File: config.mk
export PLATFORM = sky130hd
export DESIGN_NAME = hiss_tx_serializer
export DESIGN_NICKNAME = d
export VERILOG_FILES = /design/src/rtl/hiss_tx_serializer.sv
export SDC_FILE = /design/constraint.sdc
export NUM_CORES = 1
export LEC_CHECK = 0
export BUFFER_PORTS_ARGS = -buffer_cell sky130_fd_sc_hd__buf_2
export CORE_ASPECT_RATIO = 0.8
export CORE_UTILIZATION = 57
export DETAILED_ROUTE_END_ITERATION = 10
export PLACE_DENSITY = 0.79
export SKIP_CTS_REPAIR_TIMING = 1
export SYNTH_ARGS = -nofsm -noshare
export SYNTH_HDL_FRONTEND = slang
export SYNTH_SLANG_ARGS = --single-unit
File: constraint.sdc
create_clock -name pclk -period 2.8 [get_ports pclk]
set_clock_uncertainty 0.05 [all_clocks]
set_input_delay 0.28 -clock pclk [delete_from_list [all_inputs] [get_ports pclk]]
set_output_delay 0.28 -clock pclk [all_outputs]
set_load 0.02 [all_outputs]
File: src/rtl/hiss_tx_serializer.sv
// HISS transmit serializer: one-sample holding buffer feeding parallel I/Q
// frames (START=1, DATA_W bits MSB first, STOP=0) with a forwarded bit clock.
module hiss_tx_serializer #(
  parameter int DATA_W   = 12,
  parameter int HALF_DIV = 2
) (
  input  logic              pclk,
  input  logic              n_p_reset,
  input  logic              enable,
  input  logic [DATA_W-1:0] sample_i,
  input  logic [DATA_W-1:0] sample_q,
  input  logic              sample_valid,
  output logic              sample_ready,
  output logic              hiss_rxi,
  output logic              hiss_rxq,
  output logic              hiss_clk,
  output logic              hiss_rxien,
  output logic              hiss_rxqen,
  output logic              hiss_clken,
  output logic              busy,
  output logic [15:0]       frame_count
);

  localparam int TW = (2 * HALF_DIV > 1) ? $clog2(2 * HALF_DIV) : 1;
  localparam int CW = (DATA_W > 1) ? $clog2(DATA_W) : 1;
  localparam logic [TW-1:0] T_LAST = TW'(2 * HALF_DIV - 1);
  localparam logic [TW-1:0] T_HALF = TW'(HALF_DIV);
  localparam logic [CW-1:0] B_LAST = CW'(DATA_W - 1);

  typedef enum logic [2:0] {S_DISABLED, S_IDLE, S_START, S_DATA, S_STOP} state_t;

  state_t            r_state, w_state_nxt;
  logic [TW-1:0]     r_timer, w_timer_nxt;
  logic [CW-1:0]     r_bitcnt, w_bitcnt_nxt;
  logic              r_buf_full, w_buf_full_nxt;
  logic [DATA_W-1:0] r_buf_i, r_buf_q, w_buf_i_nxt, w_buf_q_nxt;
  logic [DATA_W-1:0] r_sh_i, r_sh_q, w_sh_i_nxt, w_sh_q_nxt;
  logic              r_rxi, r_rxq, w_rxi_nxt, w_rxq_nxt;
  logic              r_clk, r_en_d, r_ready, r_busy;
  logic [15:0]       r_frame_count, w_count_nxt;
  logic              w_load, w_wrap, w_start;

  always_comb begin
    w_state_nxt    = r_state;
    w_timer_nxt    = r_timer;
    w_bitcnt_nxt   = r_bitcnt;
    w_buf_full_nxt = r_buf_full;
    w_buf_i_nxt    = r_buf_i;
    w_buf_q_nxt    = r_buf_q;
    w_sh_i_nxt     = r_sh_i;
    w_sh_q_nxt     = r_sh_q;
    w_rxi_nxt      = r_rxi;
    w_rxq_nxt      = r_rxq;
    w_count_nxt    = r_frame_count;
    w_start        = 1'b0;
    w_load         = sample_valid & r_ready;
    w_wrap         = (r_timer == T_LAST);

    if (!enable) begin
      w_state_nxt    = S_DISABLED;
      w_timer_nxt    = '0;
      w_buf_full_nxt = 1'b0;
      w_rxi_nxt      = 1'b0;
      w_rxq_nxt      = 1'b0;
    end else begin
      if (w_load) begin
        w_buf_full_nxt = 1'b1;
        w_buf_i_nxt    = sample_i;
        w_buf_q_nxt    = sample_q;
      end
      if (r_state == S_DISABLED) begin
        w_state_nxt = S_IDLE;
        w_timer_nxt = '0;
      end else begin
        w_timer_nxt = w_wrap ? '0 : r_timer + 1'b1;
        if (w_wrap) begin
          case (r_state)
            S_IDLE:  w_start = r_buf_full;
            S_START: begin
              w_state_nxt  = S_DATA;
              w_rxi_nxt    = r_sh_i[DATA_W-1];
              w_rxq_nxt    = r_sh_q[DATA_W-1];
              w_sh_i_nxt   = r_sh_i << 1;
              w_sh_q_nxt   = r_sh_q << 1;
              w_bitcnt_nxt = '0;
            end
            S_DATA: begin
              if (r_bitcnt == B_LAST) begin
                w_state_nxt = S_STOP;
                w_rxi_nxt   = 1'b0;
                w_rxq_nxt   = 1'b0;
              end else begin
                w_rxi_nxt    = r_sh_i[DATA_W-1];
                w_rxq_nxt    = r_sh_q[DATA_W-1];
                w_sh_i_nxt   = r_sh_i << 1;
                w_sh_q_nxt   = r_sh_q << 1;
                w_bitcnt_nxt = r_bitcnt + 1'b1;
              end
            end
            S_STOP: begin
              w_count_nxt = r_frame_count + 16'd1;
              w_state_nxt = S_IDLE;
              w_rxi_nxt   = 1'b0;
              w_rxq_nxt   = 1'b0;
              w_start     = r_buf_full;
            end
            default: ;
          endcase
          // Drain the buffer into the shifters; a same-cycle load keeps it full.
          if (w_start) begin
            w_state_nxt = S_START;
            w_sh_i_nxt  = r_buf_i;
            w_sh_q_nxt  = r_buf_q;
            w_rxi_nxt   = 1'b1;
            w_rxq_nxt   = 1'b1;
            if (!w_load) w_buf_full_nxt = 1'b0;
          end
        end
      end
    end
  end

  always_ff @(posedge pclk or negedge n_p_reset) begin
    if (!n_p_reset) begin
      r_state       <= S_DISABLED;
      r_timer       <= '0;
      r_bitcnt      <= '0;
      r_buf_full    <= 1'b0;
      r_buf_i       <= '0;
      r_buf_q       <= '0;
      r_sh_i        <= '0;
      r_sh_q        <= '0;
      r_rxi         <= 1'b0;
      r_rxq         <= 1'b0;
      r_clk         <= 1'b0;
      r_en_d        <= 1'b0;
      r_ready       <= 1'b0;
      r_busy        <= 1'b0;
      r_frame_count <= 16'h0000;
    end else begin
      r_state       <= w_state_nxt;
      r_timer       <= w_timer_nxt;
      r_bitcnt      <= w_bitcnt_nxt;
      r_buf_full    <= w_buf_full_nxt;
      r_buf_i       <= w_buf_i_nxt;
      r_buf_q       <= w_buf_q_nxt;
      r_sh_i        <= w_sh_i_nxt;
      r_sh_q        <= w_sh_q_nxt;
      r_rxi         <= w_rxi_nxt;
      r_rxq         <= w_rxq_nxt;
      r_clk         <= (w_state_nxt != S_DISABLED) && (w_timer_nxt >= T_HALF);
      r_en_d        <= enable;
      r_ready       <= enable & ~w_buf_full_nxt;
      r_busy        <= (w_state_nxt == S_START) || (w_state_nxt == S_DATA) ||
                       (w_state_nxt == S_STOP);
      r_frame_count <= w_count_nxt;
    end
  end

  assign sample_ready = r_ready;
  assign hiss_rxi     = r_rxi;
  assign hiss_rxq     = r_rxq;
  assign hiss_clk     = r_clk;
  assign hiss_rxien   = r_en_d;
  assign hiss_rxqen   = r_en_d;
  assign hiss_clken   = r_en_d;
  assign busy         = r_busy;
  assign frame_count  = r_frame_count;

endmodule

==> results of run 1 <==
==> cell families (layout without fill, tap and decap cells) <==
logic type,after synthesis,in the layout
AO/OA/AOI/OAI,26,26
XOR/XNOR,16,16
adder cells (fa/ha/maj),3,3
buffers and inverters,18,74
flip-flops,80,80
multiplexers,71,71
AND/OR/NAND/NOR,57,57
==> synthesized netlist by cell type (3+ instances only) <==
master                     instances  area [sq um]
sky130_fd_sc_hd__mux2_2           33           372
sky130_fd_sc_hd__ha_1              3          37.5
sky130_fd_sc_hd__mux2_1            7          78.8
sky130_fd_sc_hd__xnor2_1          12           105
sky130_fd_sc_hd__inv_1             4          15.0
sky130_fd_sc_hd__nand3_1          10          50.1
sky130_fd_sc_hd__clkbuf_1          4          15.0
sky130_fd_sc_hd__nand2b_1          5          31.3
sky130_fd_sc_hd__a22o_1            4          35.0
sky130_fd_sc_hd__dfrtp_1          80          2000
sky130_fd_sc_hd__nand4_1           5          31.3
sky130_fd_sc_hd__buf_6             3          33.8
sky130_fd_sc_hd__nor2_1            7          26.3
sky130_fd_sc_hd__xor2_1            3          26.3
sky130_fd_sc_hd__buf_2             3          15.0
sky130_fd_sc_hd__nand2_1          11          41.3
sky130_fd_sc_hd__nor2b_1           3          18.8
sky130_fd_sc_hd__mux2_4           30           450
sky130_fd_sc_hd__o21ai_0           6          30.0
==> metrics by stage <==
step	instance area [sq um]	setup WS (ns)	hold WS, ns
after detailed placement	4060	0.591	0.388
after global routing	4310	0.449	0.0884
final	4310	0.569	0.0294
after CTS	4310	0.572	0.0610
after floorplan	3780	0.871	-0.0656
after global placement	4060	0.649	0.374
==> state kept, by name, summed over array words and instances, names as in the netlist <==
| signal | cells |
|---|---|
| hiss_clk | 1 |
| frame_count | 16 |
| sample_ready | 1 |
| r_sh_q | 12 |
| r_buf_i | 12 |
| r_bitcnt | 4 |
| hiss_clken | 1 |
| hiss_rxi | 1 |
| r_buf_q | 12 |
| r_buf_full | 1 |
| r_state | 3 |
| hiss_rxq | 1 |
| r_sh_i | 12 |
| busy | 1 |
| r_timer | 2 |
==> metal layers <==
metal | GRT usage | share of wire | up-vias
li1 | - | - | 1075
met1 | 0.270 | 0.46 | 1144
met2 | 0.320 | 0.49 | 48
met3 | 0.0545 | 0.037 | 12
met4 | 0.0667 | 0.014 | 0
met5 | 0 | 0 | -
==> critical path: stages (launching register included) <==
cell and delay, ns:
sky130_fd_sc_hd__dfrtp_1 0.62, sky130_fd_sc_hd__xor2_2 0.24, sky130_fd_sc_hd__nand3b_4 0.19, sky130_fd_sc_hd__a211oi_4 0.23
sky130_fd_sc_hd__buf_4 0.39, sky130_fd_sc_hd__mux2_2 0.39
==> layout make-up <==
cell class              count  area share
flip-flops and latches     80       0.464
clock buffers              10      0.0319
inverters                   4     0.00348
repair buffers             54      0.0650
multi-input cells         173       0.384
clock inverters             6      0.0267
well taps                  84      0.0244
==> path summary, 6_finish.rpt <==
path | start | end | slack (ns) | depth (start not counted)
min | n_p_reset | r_buf_i[6] | 0.03 | 1
min reg2reg | r_timer[0] | r_timer[0] | 0.39 | 1
max reg2reg | r_state[0] | r_sh_q[5] | 0.57 | 5
max in group asynchronous | n_p_reset | frame_count[10] | 2.00 | 1
max | r_state[0] | r_sh_q[5] | 0.57 | 5
min in group pclk | sample_i[8] | r_buf_i[8] | 0.10 | 2
==> power by group <==
part           internal (W)  switching, W  leakage (nW)
registers           0.00125     0.0000561          1.06
clock network      0.000621      0.000426         0.123
logic              0.000107     0.0000794         0.965
==> metrics.md, run 1 <==
| Metric | Value |
|---|---|
| Outcome | `completed` |
| Diodes inserted | `0` |
| Post-synthesis instance total | `271` |
| Filler Cell Count | `478` |
| Die width | `93.1 microns` |
| Minimum clock period after layout | `2.23 ns` |
| Total track usage | `0.201` |
| Final Power | `0.00254 W` |
| Post-Layout Cell Count | `411` |
| Leading cell type in the layout, fill and taps excluded | `sky130_fd_sc_hd__dfrtp_1` |
| Synthesized-area fraction occupied by and/or/nand/nor cells | `0.0949` |
| Data arrival time of the critical path | `2.41 ns` |
| Die Y | `74.9 microns` |
| Fraction of synthesized area in multiplexers | `0.241` |
| Count of final hold-check violations | `0` |
| Utilization after layout | `0.673` |
| Total Negative Setup Slacks | `0 ns` |
| Launching element type of the critical path | `flip-flop` |
| Number of flops mapped to enable cells by yosys | `0` |
| Number of nets still failing antenna checks after routing | `0` |
| Number of primary I/O pins | `52` |
| Number of detailed-routing iterations run before antenna repair | `6` |
| H-tree Lvls | `3` |
| RD Place Congestion | `0.764` |
| Leading cell types in the layout, fill and taps excluded | `sky130_fd_sc_hd__dfrtp_1 (80), sky130_fd_sc_hd__buf_2 (50), sky130_fd_sc_hd__mux2_2 (33), sky130_fd_sc_hd__mux2_4 (30), sky130_fd_sc_hd__xnor2_1 (12)` |
| Worst-case vdd ir drop | `0.000300 V` |
| Port bufs | `51` |
| Iter 0 DRT Violations | `75` |
| Class of the most critical hold timing path | `input pin to async pin` |
| Number of pins with negative max-slew slack in the final report | `0` |
| FF+latch count, synth | `80` |
| Async set-or-reset flop fraction in the synthesized netlist | `1.00` |
| Ys flop type | `sky130_fd_sc_hd__dfrtp_1` |
| Placeable Area | `6410 sq um` |
| Placed wire-length estimate | `4.31 mm` |
| Total number of placement rows | `26` |
| Period utilisation layout | `0.797` |
| Clock latency of the later-clocked register in the worst-skew pair | `0.35 ns` |
| Multi-input gate area in the final layout | `1660 sq um` |
| Pin count of the biggest net entering global routing | `81` |
| Final layout net count | `353` |
| Total die area | `6970 sq um` |
| Highest Clock Rate | `448 MHz` |
| Detailed-route wire length | `6.56 mm` |
| Global-route wire length before repair | `10.7 mm` |
| Number of global-route vias before repair | `2219` |
| Required time at the endpoint of the critical path | `2.98 ns` |
| Power per Cell Area | `588 nW/um^2` |
| Number of maximum-capacitance violations | `0` |
| Seq. cell area | `2000 sq um` |
| Start-to-end type of the worst setup path | `flip-flop to flip-flop` |
| Total nets after synthesis | `302` |
| Count of clock tree sinks | `80` |
| Routed via count | `2279` |
| Sort of element at the end of the critical path | `flip-flop` |
| Vias per inst | `5.55` |
| Maximum number of buffers from clock root to sink | `2` |
| Xor and xnor fraction of the mapped netlist area | `0.0390` |
| Clock tree from TritonCTS | `done` |
| Post-synthesis to final-layout area growth | `14.0%` |
| Compound-cell area share of the yosys netlist | `0.0536` |
| Total instance count after detailed placement | `395` |
| Main combinational cell family by area after synthesis | `multiplexers` |
| Synthesized area per cell | `14.0 sq um` |
| Overall overflow remaining after global route | `0` |
| Yosys Warn Count | `0` |
| Fraction of the mapped netlist area in adder cells | `0.00992` |
| Residual DRC | `0` |
| Cell at the root of the clock tree | `sky130_fd_sc_hd__clkbuf_8` |
| Number of antenna violations at the first check in global routing | `0` |
| Least-Margin Pin Slew | `1.01 ns` |
| Part of the Yosys area used for sequential elements | `0.529` |
| Final Setup Violations | `0` |
| Count of distinct cell types in the synthesized netlist | `47` |
| Share of final-layout standard cells stronger than drive strength 1 | `0.428` |
| Routed len/inst | `16.0 microns` |
| Clock transition at the registers of the reported paths | `0.09 ns` |
| Cell leakage power | `2.15 nW` |
| Post-synthesis instance area | `3780 sq um` |
| RSZ-0062 raised after global routing | `false` |
| Critical path fanouts, max | `22` |
| Total CTS buffers | `9` |
| Worst slew margin relative to its limit | `0.330` |
| Initial standard-cell utilization of the core | `0.590` |
No activity file was read; power rests on OpenSTA's default activity.
==> run 2, diff against run 1 <==
Settings changed: CORE_UTILIZATION 57 to 52, PLACE_DENSITY 0.79 to 0.76.
Clock period 2.8 ns to 1.8 ns, I/O delays scaled along.
==> run 2 against run 1 <==
  * The flow now finishes with violations (setup timing)
  * Cell area is 12% higher
  * Wire length is 9.7% higher
  * Final cell count is 11% higher
  * Sequential cell count stayed put
  * Fmax is 18% higher
  * Sequential power is 56% higher
  * Non-clock buffer count is 45 higher
  * Largest cell class unchanged
  * Highest routed layer unchanged
==> metrics.md, run 2 (synthesis gave the netlist of run 1 again) <==
| Metric | Value |
|---|---|
| Final layout net count | `398 (+13%)` |
| Data arrival time of the critical path | `2.08 ns (-0.33 ns)` |
| Power per Cell Area | `828 nW/um^2 (+41%)` |
| Global-route wire length before repair | `11.4 mm (+6.7%)` |
| Clock transition at the registers of the reported paths | `0.08 ns (about the same)` |
| Critical path fanouts, max | `7 (-68%)` |
| Vias per inst | `5.40 (-2.5%)` |
| Die width | `97.4 microns (+4.6%)` |
| Die Y | `78.3 microns (+4.6%)` |
| Share of final-layout standard cells stronger than drive strength 1 | `0.466 (+0.0382)` |
| Total number of placement rows | `27 (+3.8%)` |
| Cell leakage power | `2.38 nW (+11%)` |
| Worst Hold Slack | `0.00451 ns (-0.0249 ns)` |
| Minimum clock period after layout | `1.89 ns (-0.345 ns)` |
| Number of primary I/O pins | `52 (unchanged)` |
| Total instance count after detailed placement | `418 (+5.8%)` |
| Worst reg-to-reg setup slack | `-0.09 ns (-0.66 ns)` |
| Largest register FFs | `16 (unchanged)` |
| Cell at the root of the clock tree | `sky130_fd_sc_hd__clkbuf_8` |
| Area after DPL | `4270 sq um (+5.1%)` |
| Int Power | `0.00311 W (+57%)` |
| Total die area | `7620 sq um (+9.4%)` |
| Diodes inserted | `0 (unchanged)` |
| Worst slew margin relative to its limit | `0.710 (+0.380)` |
| Hold path start | `sample_q[7]` |
| Count of final hold-check violations | `0 (unchanged)` |
| Worst hold path stage count | `2` |
| Multi-input gate area in the final layout | `1720 sq um (+3.6%)` |
| Number of global-route vias before repair | `2311 (+4.1%)` |
| Share of total power in the clock network | `0.399 (-0.014)` |
| Number of maximum-capacitance violations | `0 (unchanged)` |
| Violations in the final reports | `setup timing` |
| Leading cell type in the layout, fill and taps excluded | `sky130_fd_sc_hd__dfrtp_1` |
| RD Place Congestion | `0.895 (+17%)` |
| RSZ-0062 raised after global routing | `true` |
| Initial standard-cell utilization of the core | `0.544 (-0.0467)` |
| Overall overflow remaining after global route | `0 (unchanged)` |
| Detailed-route wire length | `7.19 mm (+9.7%)` |
| H-tree Lvls | `3 (unchanged)` |
| Filler Cell Count | `483 (+1.0%)` |
| Outcome | `complete, but fails checks` |
| Residual DRC | `0 (unchanged)` |
| Post-synthesis to final-layout area growth | `27.2%` |
| Number of nets still failing antenna checks after routing | `0 (unchanged)` |
| Routed via count | `2475 (+8.6%)` |
| Period utilisation layout | `1.05 (+0.251)` |
| Net switching component of the power | `0.000876 W (+56%)` |
| Placed wire-length estimate | `4.57 mm (+6.0%)` |
| Total CTS buffers | `9 (unchanged)` |
| Port bufs | `51 (unchanged)` |
| Clock tree from TritonCTS | `done` |
| Worst-case hold path end point | `r_buf_q[7]` |
| Number of antenna violations at the first check in global routing | `0 (unchanged)` |
| Sw Share | `0.220 (-0.00146)` |
| Pin count of the biggest net entering global routing | `49 (-40%)` |
| Count of clock tree sinks | `80 (unchanged)` |
| Maximum number of buffers from clock root to sink | `2 (unchanged)` |
| Iter 0 DRT Violations | `111 (+48%)` |
| Highest Clock Rate | `530 MHz (+18%)` |
| Start-to-end type of the worst setup path | `flip-flop to flip-flop` |
| Clock latency of the later-clocked register in the worst-skew pair | `0.35 ns (about the same)` |
| Least setup slack across all paths after layout | `-0.0867 ns (-0.655 ns)` |
| Number of pins with negative max-slew slack in the final report | `0 (unchanged)` |
| Final Setup Violations | `22 (+22)` |
| Number of detailed-routing iterations run before antenna repair | `4 (-2)` |
| Origin of the worst setup path | `r_state[0]` |
| Launching element type of the critical path | `flip-flop` |
| Sort of element at the end of the critical path | `flip-flop` |
| Class of the most critical hold timing path | `input pin to flip-flop` |
| Final Power | `0.00399 W (+57%)` |
| Required time at the endpoint of the critical path | `1.99 ns (-0.99 ns)` |
| Cell count of the worst reg-to-reg path | `7 (+2)` |
| Placeable Area | `6960 sq um (+8.6%)` |
| Final standard cell area without fillers | `4810 sq um (+12%)` |
| Combinational group share of total power | `0.091 (+0.018)` |
| Routed len/inst | `15.7 microns (-1.6%)` |
| Worst-case vdd ir drop | `0.000414 V (+38%)` |
| Leading cell types in the layout, fill and taps excluded | `sky130_fd_sc_hd__dfrtp_1 (78), sky130_fd_sc_hd__buf_2 (50), sky130_fd_sc_hd__mux2_4 (32), sky130_fd_sc_hd__mux2_2 (31), sky130_fd_sc_hd__buf_4 (25)` |
| Seq. cell area | `2000 sq um (+0.12%)` |
| Post-Layout Cell Count | `458 (+11%)` |
| Register share of total power | `0.510 (-0.004)` |
| Total track usage | `0.192 (-0.00836)` |
| Capture point of the worst reg-to-reg path | `r_sh_i[3]` |
| Least-Margin Pin Slew | `0.435 ns (-0.570 ns)` |
| Reg-to-reg critical path startpoint | `r_state[0]` |
==> run 2: critical path, stage by stage, from the launching register on <==
cell and delay, ns:
sky130_fd_sc_hd__dfrtp_2 0.45, sky130_fd_sc_hd__buf_6 0.14, sky130_fd_sc_hd__nand4b_1 0.20, sky130_fd_sc_hd__nand2b_4 0.08, sky130_fd_sc_hd__a211oi_4 0.25, sky130_fd_sc_hd__buf_6 0.15, sky130_fd_sc_hd__clkbuf_16 0.16, sky130_fd_sc_hd__mux2_4 0.29
==> run 2: final cells by class <==
| type | instances | share of cell area |
|---|---|---|
| Clock buffer | 10 | 0.0286 |
| Clock inverter | 5 | 0.0218 |
| Inverter | 4 | 0.00312 |
| Multi-Input combinational cell | 173 | 0.357 |
| Sequential cell | 80 | 0.416 |
| Tap cell | 87 | 0.0226 |
| Timing Repair Buffer | 99 | 0.151 |
==> run 2: layer usage <==
layer  GRT usage  vias up  share of wire
li1            -     1170              -
met1       0.259     1232           0.46
met2       0.293       66           0.49
met3      0.0695        7          0.044
met4      0.0574        0         0.0078
met5           0        -              0
==> run 2: metrics by stage <==
stage                     setup TNS (ns)  setup slack [ns]   util
final                              -1.30           -0.0867  0.692
after global placement            -0.307           -0.0403  0.613
after global routing               -2.55            -0.138  0.692
after detailed placement          -0.909           -0.0962  0.613
after floorplan                    -1.23           -0.0617      -
after CTS                          -1.37            -0.107  0.648
==> run 2: how the worst max path moves through the flow <==
| stage | end | slack (ns) | depth (start not counted) |
|---|---|---|---|
| finish | r_sh_i[3] | -0.09 | 7 |
| CTS | frame_count[12] | -0.11 | 5 |
| floorplan | r_sh_i[10] | -0.06 | 6 |
| global route | r_sh_i[3] | -0.14 | 7 |
| detailed placement | frame_count[12] | -0.1 | 5 |
| global placement | frame_count[12] | -0.04 | 5 |
==> run 2: power by group through the flow <==
stage	Combinational [W]	Sequential [W]	Clock [W]
after floorplan	0.000206	0.00203	0
after global placement	0.000311	0.00205	0
after detailed placement	0.000325	0.00206	0
after CTS	0.000326	0.00203	0.00164
after global routing	0.000403	0.00204	0.00171
final	0.000363	0.00203	0.00159
